===== config.mk =====
export PLATFORM = sky130hd
export DESIGN_NAME = filter_window_master
export DESIGN_NICKNAME = d
export VERILOG_FILES = /design/src/rtl/filter_pkg.sv /design/src/rtl/window_buffer.sv /design/src/rtl/filter_window_master.sv
export SDC_FILE = /design/constraint.sdc
export NUM_CORES = 1
export LEC_CHECK = 0
export CORE_ASPECT_RATIO = 0.9
export CORE_MARGIN = 1
export CORE_UTILIZATION = 50
export DETAILED_ROUTE_END_ITERATION = 8
export HOLD_SLACK_MARGIN = 0.02
export PLACE_DENSITY = 0.77
export SLEW_MARGIN = 10
export SYNTH_ARGS = -nofsm -noshare
export SYNTH_HDL_FRONTEND = slang
export SYNTH_SLANG_ARGS = --single-unit

===== constraint.sdc =====
create_clock -name clk -period 3.2 [get_ports clk]
set_input_delay 0.48 -clock clk [delete_from_list [all_inputs] [get_ports clk]]
set_output_delay 0.48 -clock clk [all_outputs]
set_load 0.01 [all_outputs]

===== src/rtl/filter_pkg.sv =====
// Shared types and constants for the image-filter Avalon-MM master.
package filter_pkg;

    typedef enum logic [1:0] {
        ST_FILL  = 2'd0,
        ST_WRITE = 2'd1,
        ST_READ  = 2'd2,
        ST_OUT   = 2'd3
    } state_e;

    localparam int unsigned AVM_AW = 4;
    localparam int unsigned AVM_DW = 32;

    localparam logic [AVM_AW-1:0] PIXEL_0_ADDR = 4'h0;
    localparam logic [AVM_AW-1:0] PIXEL_1_ADDR = 4'h1;
    localparam logic [AVM_AW-1:0] PIXEL_2_ADDR = 4'h2;
    localparam logic [AVM_AW-1:0] PIXEL_3_ADDR = 4'h3;
    localparam logic [AVM_AW-1:0] PIXEL_4_ADDR = 4'h4;
    localparam logic [AVM_AW-1:0] PIXEL_5_ADDR = 4'h5;
    localparam logic [AVM_AW-1:0] PIXEL_6_ADDR = 4'h6;
    localparam logic [AVM_AW-1:0] PIXEL_7_ADDR = 4'h7;
    localparam logic [AVM_AW-1:0] PIXEL_8_ADDR = 4'h8;

    // Colour channel positions inside one 24-bit pixel.
    localparam int unsigned R_LSB = 0;
    localparam int unsigned R_MSB = 7;
    localparam int unsigned G_LSB = 8;
    localparam int unsigned G_MSB = 15;
    localparam int unsigned B_LSB = 16;
    localparam int unsigned B_MSB = 23;

    typedef struct packed {
        logic [7:0] b;
        logic [7:0] g;
        logic [7:0] r;
    } rgb_t;

endpackage


===== src/rtl/window_buffer.sv =====
// Storage for one filter window: synchronous write port, asynchronous read port.
module window_buffer #(
    parameter int unsigned NUM_PIXELS = 9,
    parameter int unsigned PIX_W      = 24,
    parameter int unsigned IDX_W      = 4
) (
    input  logic             clk,
    input  logic             wr_en,
    input  logic [IDX_W-1:0] wr_idx,
    input  logic [PIX_W-1:0] wr_data,
    input  logic [IDX_W-1:0] rd_idx,
    output logic [PIX_W-1:0] rd_data
);

    logic [PIX_W-1:0] mem [NUM_PIXELS];

    always_ff @(posedge clk) begin
        if (wr_en && (32'(wr_idx) < NUM_PIXELS)) begin
            mem[wr_idx] <= wr_data;
        end
    end

    // Out-of-range indices read as zero rather than an undefined entry.
    assign rd_data = (32'(rd_idx) < NUM_PIXELS) ? mem[rd_idx] : '0;

endmodule


===== src/rtl/filter_window_master.sv =====
// Collects a 3x3 RGB window, writes it to the filter slave, reads back the
// filtered byte and hands it downstream; aborts stalled transfers with a sticky error.
module filter_window_master
    import filter_pkg::*;
#(
    parameter int unsigned BIT_PER_PIXEL  = 8,
    parameter int unsigned NUM_PIXELS     = 9,
    parameter int unsigned TIMEOUT_CYCLES = 255
) (
    input  logic                       clk,
    input  logic                       reset_n,
    input  logic                       in_valid,
    output logic                       in_ready,
    input  logic [3*BIT_PER_PIXEL-1:0] in_pixel,
    output logic                       out_valid,
    input  logic                       out_ready,
    output logic [BIT_PER_PIXEL-1:0]   out_data,
    output logic [AVM_AW-1:0]          avm_address,
    output logic                       avm_write,
    output logic [AVM_DW-1:0]          avm_writedata,
    output logic                       avm_read,
    input  logic [AVM_DW-1:0]          avm_readdata,
    input  logic                       avm_waitrequest,
    output logic                       busy,
    output logic                       err,
    output logic [15:0]                win_count
);

    localparam int unsigned PIX_W  = 3 * BIT_PER_PIXEL;
    localparam int unsigned IDX_W  = AVM_AW;
    localparam int unsigned WAIT_W = $clog2(TIMEOUT_CYCLES + 1);

    localparam logic [IDX_W-1:0]  LAST_IDX  = IDX_W'(NUM_PIXELS - 1);
    localparam logic [WAIT_W-1:0] WAIT_LAST = WAIT_W'(TIMEOUT_CYCLES - 1);

    state_e              state_q, state_d;
    logic [IDX_W-1:0]    pix_idx_q, pix_idx_d;
    logic [IDX_W-1:0]    wr_idx_q, wr_idx_d;
    logic [WAIT_W-1:0]   wait_cnt_q, wait_cnt_d;

    logic                in_ready_d;
    logic                out_valid_d;
    logic [BIT_PER_PIXEL-1:0] out_data_d;
    logic [AVM_AW-1:0]   avm_address_d;
    logic                avm_write_d;
    logic [AVM_DW-1:0]   avm_writedata_d;
    logic                avm_read_d;
    logic                busy_d;
    logic                err_d;
    logic [15:0]         win_count_d;

    logic                in_accept_c;
    logic                wr_accept_c;
    logic                rd_accept_c;
    logic                stall_c;
    logic                timeout_c;
    logic                wr_last_c;
    logic [IDX_W-1:0]    buf_rd_idx_c;
    logic [PIX_W-1:0]    buf_rd_data;
    logic                unused_readdata;

    assign unused_readdata = ^avm_readdata[AVM_DW-1:BIT_PER_PIXEL];

    // Transfer qualifiers shared by the FSM and the buffer read index.
    assign in_accept_c = (state_q == ST_FILL)  && in_ready  && in_valid;
    assign wr_accept_c = (state_q == ST_WRITE) && avm_write && !avm_waitrequest;
    assign rd_accept_c = (state_q == ST_READ)  && avm_read  && !avm_waitrequest;
    assign stall_c     = (avm_write || avm_read) && avm_waitrequest;
    assign timeout_c   = stall_c && (wait_cnt_q == WAIT_LAST);
    assign wr_last_c   = (wr_idx_q == LAST_IDX);

    // Look one pixel ahead so the registered write data lines up with its address.
    assign buf_rd_idx_c = wr_accept_c ? (wr_last_c ? '0 : wr_idx_q + IDX_W'(1)) : wr_idx_q;

    window_buffer #(
        .NUM_PIXELS (NUM_PIXELS),
        .PIX_W      (PIX_W),
        .IDX_W      (IDX_W)
    ) u_window_buffer (
        .clk     (clk),
        .wr_en   (in_accept_c),
        .wr_idx  (pix_idx_q),
        .wr_data (in_pixel),
        .rd_idx  (buf_rd_idx_c),
        .rd_data (buf_rd_data)
    );

    // State and output registers.
    always_ff @(posedge clk or negedge reset_n) begin
        if (!reset_n) begin
            state_q       <= ST_FILL;
            pix_idx_q     <= '0;
            wr_idx_q      <= '0;
            wait_cnt_q    <= '0;
            in_ready      <= 1'b0;
            out_valid     <= 1'b0;
            out_data      <= '0;
            avm_address   <= '0;
            avm_write     <= 1'b0;
            avm_writedata <= '0;
            avm_read      <= 1'b0;
            busy          <= 1'b0;
            err           <= 1'b0;
            win_count     <= '0;
        end else begin
            state_q       <= state_d;
            pix_idx_q     <= pix_idx_d;
            wr_idx_q      <= wr_idx_d;
            wait_cnt_q    <= wait_cnt_d;
            in_ready      <= in_ready_d;
            out_valid     <= out_valid_d;
            out_data      <= out_data_d;
            avm_address   <= avm_address_d;
            avm_write     <= avm_write_d;
            avm_writedata <= avm_writedata_d;
            avm_read      <= avm_read_d;
            busy          <= busy_d;
            err           <= err_d;
            win_count     <= win_count_d;
        end
    end

    // Next-state and next-output logic.
    always_comb begin
        state_d         = state_q;
        pix_idx_d       = pix_idx_q;
        wr_idx_d        = wr_idx_q;
        wait_cnt_d      = stall_c ? wait_cnt_q + WAIT_W'(1) : '0;
        in_ready_d      = 1'b0;
        out_valid_d     = out_valid;
        out_data_d      = out_data;
        avm_address_d   = avm_address;
        avm_write_d     = avm_write;
        avm_writedata_d = avm_writedata;
        avm_read_d      = avm_read;
        err_d           = err;
        win_count_d     = win_count;

        case (state_q)
            ST_FILL: begin
                in_ready_d = 1'b1;
                if (in_accept_c) begin
                    if (pix_idx_q == LAST_IDX) begin
                        pix_idx_d       = '0;
                        in_ready_d      = 1'b0;
                        avm_write_d     = 1'b1;
                        avm_address_d   = PIXEL_0_ADDR;
                        avm_writedata_d = AVM_DW'(buf_rd_data);
                        state_d         = ST_WRITE;
                    end else begin
                        pix_idx_d = pix_idx_q + IDX_W'(1);
                    end
                end
            end
            ST_WRITE: begin
                if (wr_accept_c) begin
                    if (wr_last_c) begin
                        wr_idx_d      = '0;
                        avm_write_d   = 1'b0;
                        avm_read_d    = 1'b1;
                        avm_address_d = PIXEL_0_ADDR;
                        state_d       = ST_READ;
                    end else begin
                        wr_idx_d        = wr_idx_q + IDX_W'(1);
                        avm_address_d   = AVM_AW'(wr_idx_q + IDX_W'(1));
                        avm_writedata_d = AVM_DW'(buf_rd_data);
                    end
                end
            end
            ST_READ: begin
                if (rd_accept_c) begin
                    avm_read_d  = 1'b0;
                    out_data_d  = avm_readdata[BIT_PER_PIXEL-1:0];
                    out_valid_d = 1'b1;
                    state_d     = ST_OUT;
                end
            end
            ST_OUT: begin
                if (out_valid && out_ready) begin
                    out_valid_d = 1'b0;
                    win_count_d = win_count + 16'd1;
                    in_ready_d  = 1'b1;
                    state_d     = ST_FILL;
                end
            end
            default: begin
                state_d = ST_FILL;
            end
        endcase

        // A stalled slave abandons the partial window and returns to FILL.
        if (timeout_c) begin
            state_d     = ST_FILL;
            avm_write_d = 1'b0;
            avm_read_d  = 1'b0;
            err_d       = 1'b1;
            wr_idx_d    = '0;
            pix_idx_d   = '0;
            wait_cnt_d  = '0;
            in_ready_d  = 1'b1;
        end

        busy_d = (state_d != ST_FILL);
    end

endmodule


==> impl_summary.txt <==
----------------------------------------------------
[Timing]
  Unrepaired setup endpoints after global routing ... false
  Hold violation count in the final report ... 0
  Achievable clock frequency ... 380 MHz
  Final setup vio count ... 0
  Pin slew with the least headroom to its limit ... 0.702 ns
  Sum Neg Setup Slack ... 0 ns
  Clock tree skew after final layout ... 0.0551 ns
  Max transition margin ... 53.2%
  Number of pins with negative max-slew slack in the final report ... 0
  Final critical path time including I/O delays and setup ... 2.63 ns
  Post-route clock period utilization ... 82.3%

[Setup path]
  Required arrival time at the worst endpoint ... 3.59 ns
  Reg-to-reg slack, setup ... 0.57 ns
  Worst EP arrival ... 3.03 ns
  Critical path type ... reg -> reg
  Largest fanout on the critical path ... 24
  Buffer and inverter count on the worst path ... 2
  Critical path, cell by cell ... inv_1, ha_1, nand3b_1, a21o_1, o32a_1, buf_4, a211oi_1, a31o_2, o221ai_1
  Largest stage delay, worst path ... 0.46 ns
  Critical path capture point type ... register
  Cell family with most CP delay ... compound AO/OA/AOI/OAI gates
  Critical-path top delay cell ... dfrtp_1
  Setup crit start kind ... register

[Global routing]
  Met3 Track Usage GR ... 3.57%
  Top Usage Layer GRT ... met2
  Final global-route overflow total ... 0
  Wire length of the first global-routing pass ... 42,400 µm
  Met2 GRT Util ... 37.0%
  Antenna violations before repair ... 0
  Largest net degree at the start of global routing ... 73
  Number of global-route vias before repair ... 7,633
  Global routing usage on met1 ... 30.6%
  Total global routing track utilization ... 22.2%

[Status]
  Violated checks ... DRC
  Result of the run ... finished, violations left

[Routing]
  Starting DRC count in detailed routing ... 788
  Total DRC errors in the routed layout ... 16
  Final wirelength ... 27,300 µm
  DR vias/cell ... 5.84
  Routed len/inst ... 20.6 µm
  Antenna viol nets, final ... 0
  Total via count after detailed routing ... 7,745
  Detailed-routing iteration count for the pre-antenna-repair pass ... 9

[Clock tree]
  Post CTS Setup Buffer Count ... 0
  Bufs on Longest Clock Path ... 3
  Sinks on the clock net ... 292
  Number of H-tree branching levels ... 1
  CTS tree ... yes
  Clock root buffer master ... clkbuf_16
  Worst-path clk slew ... 0.06 ns
  Clock latency at the later pin of the worst-skew pair ... 0.58 ns
  TritonCTS buffer count ... 28

[Synth]
  Number of enable flip-flop cells after synthesis ... 216
  Proportion of register bits with asynchronous set or reset after synthesis ... 26.0%
  Mapped Cells ... 885
  Post-synth design cell area ... 12,100 µm²
  Number of synthesized register bits ... 292
  Yosys top cell area share ... 53.5%
  Most frequently used cell type in the post-synthesis netlist ... edfxtp_1
  Synthesized area per cell ... 13.7 µm²
  Cell taking the most area after synthesis ... edfxtp_1
  Leading post-synthesis cells by cell area ... edfxtp_1 (54%), dfrtp_1 (16%), nand2_1 (5.2%)
  Commonest cells in the netlist ... edfxtp_1 (216), nand2_1 (169), dfrtp_1 (76)
  Sequential cell area fraction in the yosys report ... 69.2%
  Number of distinct library cell variants in the gate-level netlist after synthesis ... 58
  Warnings, synthesis ... 0
  Prevailing post-synth register cell ... edfxtp_1

[Power]
  Power per cell area ... 868 nW/µm²
  Cell leakage power ... 5.49 nW
  Clock share of power ... 28.7%
  Power dissipated by switching net loads ... 4.15 mW
  Sequential Power Share ... 36.7%
  Internal power summed over all cells ... 8.45 mW
  Worst vdd ir ... 682 µV
  Combinational share of power ... 34.6%
  Share of total power consumed by net switching ... 32.9%

[Floorplan]
  Floorplan die height ... 150 µm
  Chip width ... 166 µm
  CORE AREA ... 23,500 µm²
  Top-level I/O count ... 127
  Die Footprint ... 24,900 µm²
  Rows ... 53
  Initial core utilization ... 51.5%

[Final layout]
  Core utilization of the finished layout ... 61.7%
  Number of nets at the end of the flow ... 1,076
  Fraction of layout cells with a size suffix above 1 ... 13.9%
  Synthesis-to-finish area growth ... 19.9%
  Ant. Diodes ... 0
  Final cell count without fillers ... 1,326

[Placed design]
  Number of port buffers ... 94
  Post-detailed-placement half-perimeter wirelength ... 15,900 µm
  Number of placed cells counting well taps ... 1,273
  Last weighted congestion value of the routability-driven placer ... 0.805

[Hold path]
  Class of the most critical hold timing path ... reg -> reg

[Flow run]
  Maxcap violations ... 0

----------------------------------------------------
-- registers in the layout, summed over array words and instances, names as in the netlist, 2 cells and up --
signal and count:
avm_writedata 24, pix_idx_q 4, out_data 8, wr_idx_q 4
state_q 2, u_window_buffer.mem 216, avm_address 4, win_count 16
wait_cnt_q 8
-- path summary, 6_finish.rpt --
path	from	to	cells past startpoint
max in group asynchronous	reset_n	win_count[15]$_DFFE_PN0P_	3
max reg2reg	wr_idx_q[0]$_DFFE_PN0N_	avm_writedata[1]$_DFFE_PN0P_	9
min reg2reg	win_count[15]$_DFFE_PN0P_	win_count[15]$_DFFE_PN0P_	1
min	win_count[15]$_DFFE_PN0P_	win_count[15]$_DFFE_PN0P_	1
min in group asynchronous	reset_n	avm_writedata[9]$_DFFE_PN0P_	2
max	wr_idx_q[0]$_DFFE_PN0N_	avm_writedata[1]$_DFFE_PN0P_	9
-- cells in the final DEF (no fill, tap or decap), types with 8 or more instances in the layout --
| cell type | count |
|---|---|
| inv_1 | 32 |
| edfxtp_1 | 216 |
| a31o_2 | 24 |
| o21ai_0 | 11 |
| xnor2_1 | 11 |
| and2_1 | 10 |
| a211oi_1 | 49 |
| buf_4 | 37 |
| nor2_1 | 26 |
| nand2_1 | 169 |
| clkdlybuf4s50_1 | 93 |
| dfrtp_1 | 76 |
| a21oi_1 | 8 |
| conb_1 | 8 |
| a311o_1 | 24 |
| ha_1 | 13 |
| nand3_1 | 8 |
| and3_1 | 56 |
| clkbuf_16 | 28 |
| o221ai_2 | 19 |
| xor2_1 | 10 |
-- timing repair --
item                                   CTS  global route
resized for setup                        0             0
endpoints found under the hold margin   10             0
hold buffers                             1             0
-- worst reg2reg max path, stage by stage (launching register included) --
cell      delay, ns
dfrtp_1        0.46
inv_1          0.15
ha_1           0.25
nand3b_1       0.22
a21o_1         0.29
o32a_1         0.31
buf_4          0.25
a211oi_1       0.30
a31o_2         0.16
o221ai_1       0.11
-- routing by layer --
layer / part of all wire (%) / wire length [µm]
met4: 1.9 / 514
met2: 47 / 12900
met3: 8.0 / 2190
met1: 43 / 11700
met5: 0 / 0
-- logic make-up (layout without fill, tap and decap cells) --
logic type,Yosys count,count (layout),synth area share [%]
AOI/OAI and AO/OA,164,164,12.3
xor gates and xnor gates,21,21,1.52
adders and majority gates,13,13,1.34
buffers and inverters,87,219,3.55
DFF,292,292,69.2
muxes,3,3,0.258
other,1,8,0.0310
and+or+nand+nor,304,304,11.7
-- metrics by stage --
step	setup slack, ns	total power, mW	hold WS, ns	area [µm²]
2_1_floorplan	0.515	7.52	0.184	12100
3_3_place_gp	0.372	8.91	0.456	13500
3_5_place_dp	0.359	9.04	0.457	13500
4_1_cts	0.587	12.6	0.469	14500
5_1_grt	0.423	13.2	0.490	14500
6_report	0.566	12.6	0.462	14500
-- cell type report --
cell class              count  area [µm²]
fillers                  1705        9020
flip-flops and latches    292        8390
multi-input cells         513        3330
repair buffers            134        1280
clock buffers              37         764
well taps                 302         378
clock inverters            15         258
inverters                  33         124
-- power by group through the flow --
stage          logic, mW  clock network, mW  registers, mW
6_report            4.36               3.61           4.63
3_3_place_gp        4.22                  0           4.69
3_5_place_dp        4.34                  0           4.70
2_1_floorplan       2.78                  0           4.74
5_1_grt             4.69               3.81           4.67
4_1_cts             4.37               3.65           4.63
Power figures use the tool's default switching activity.
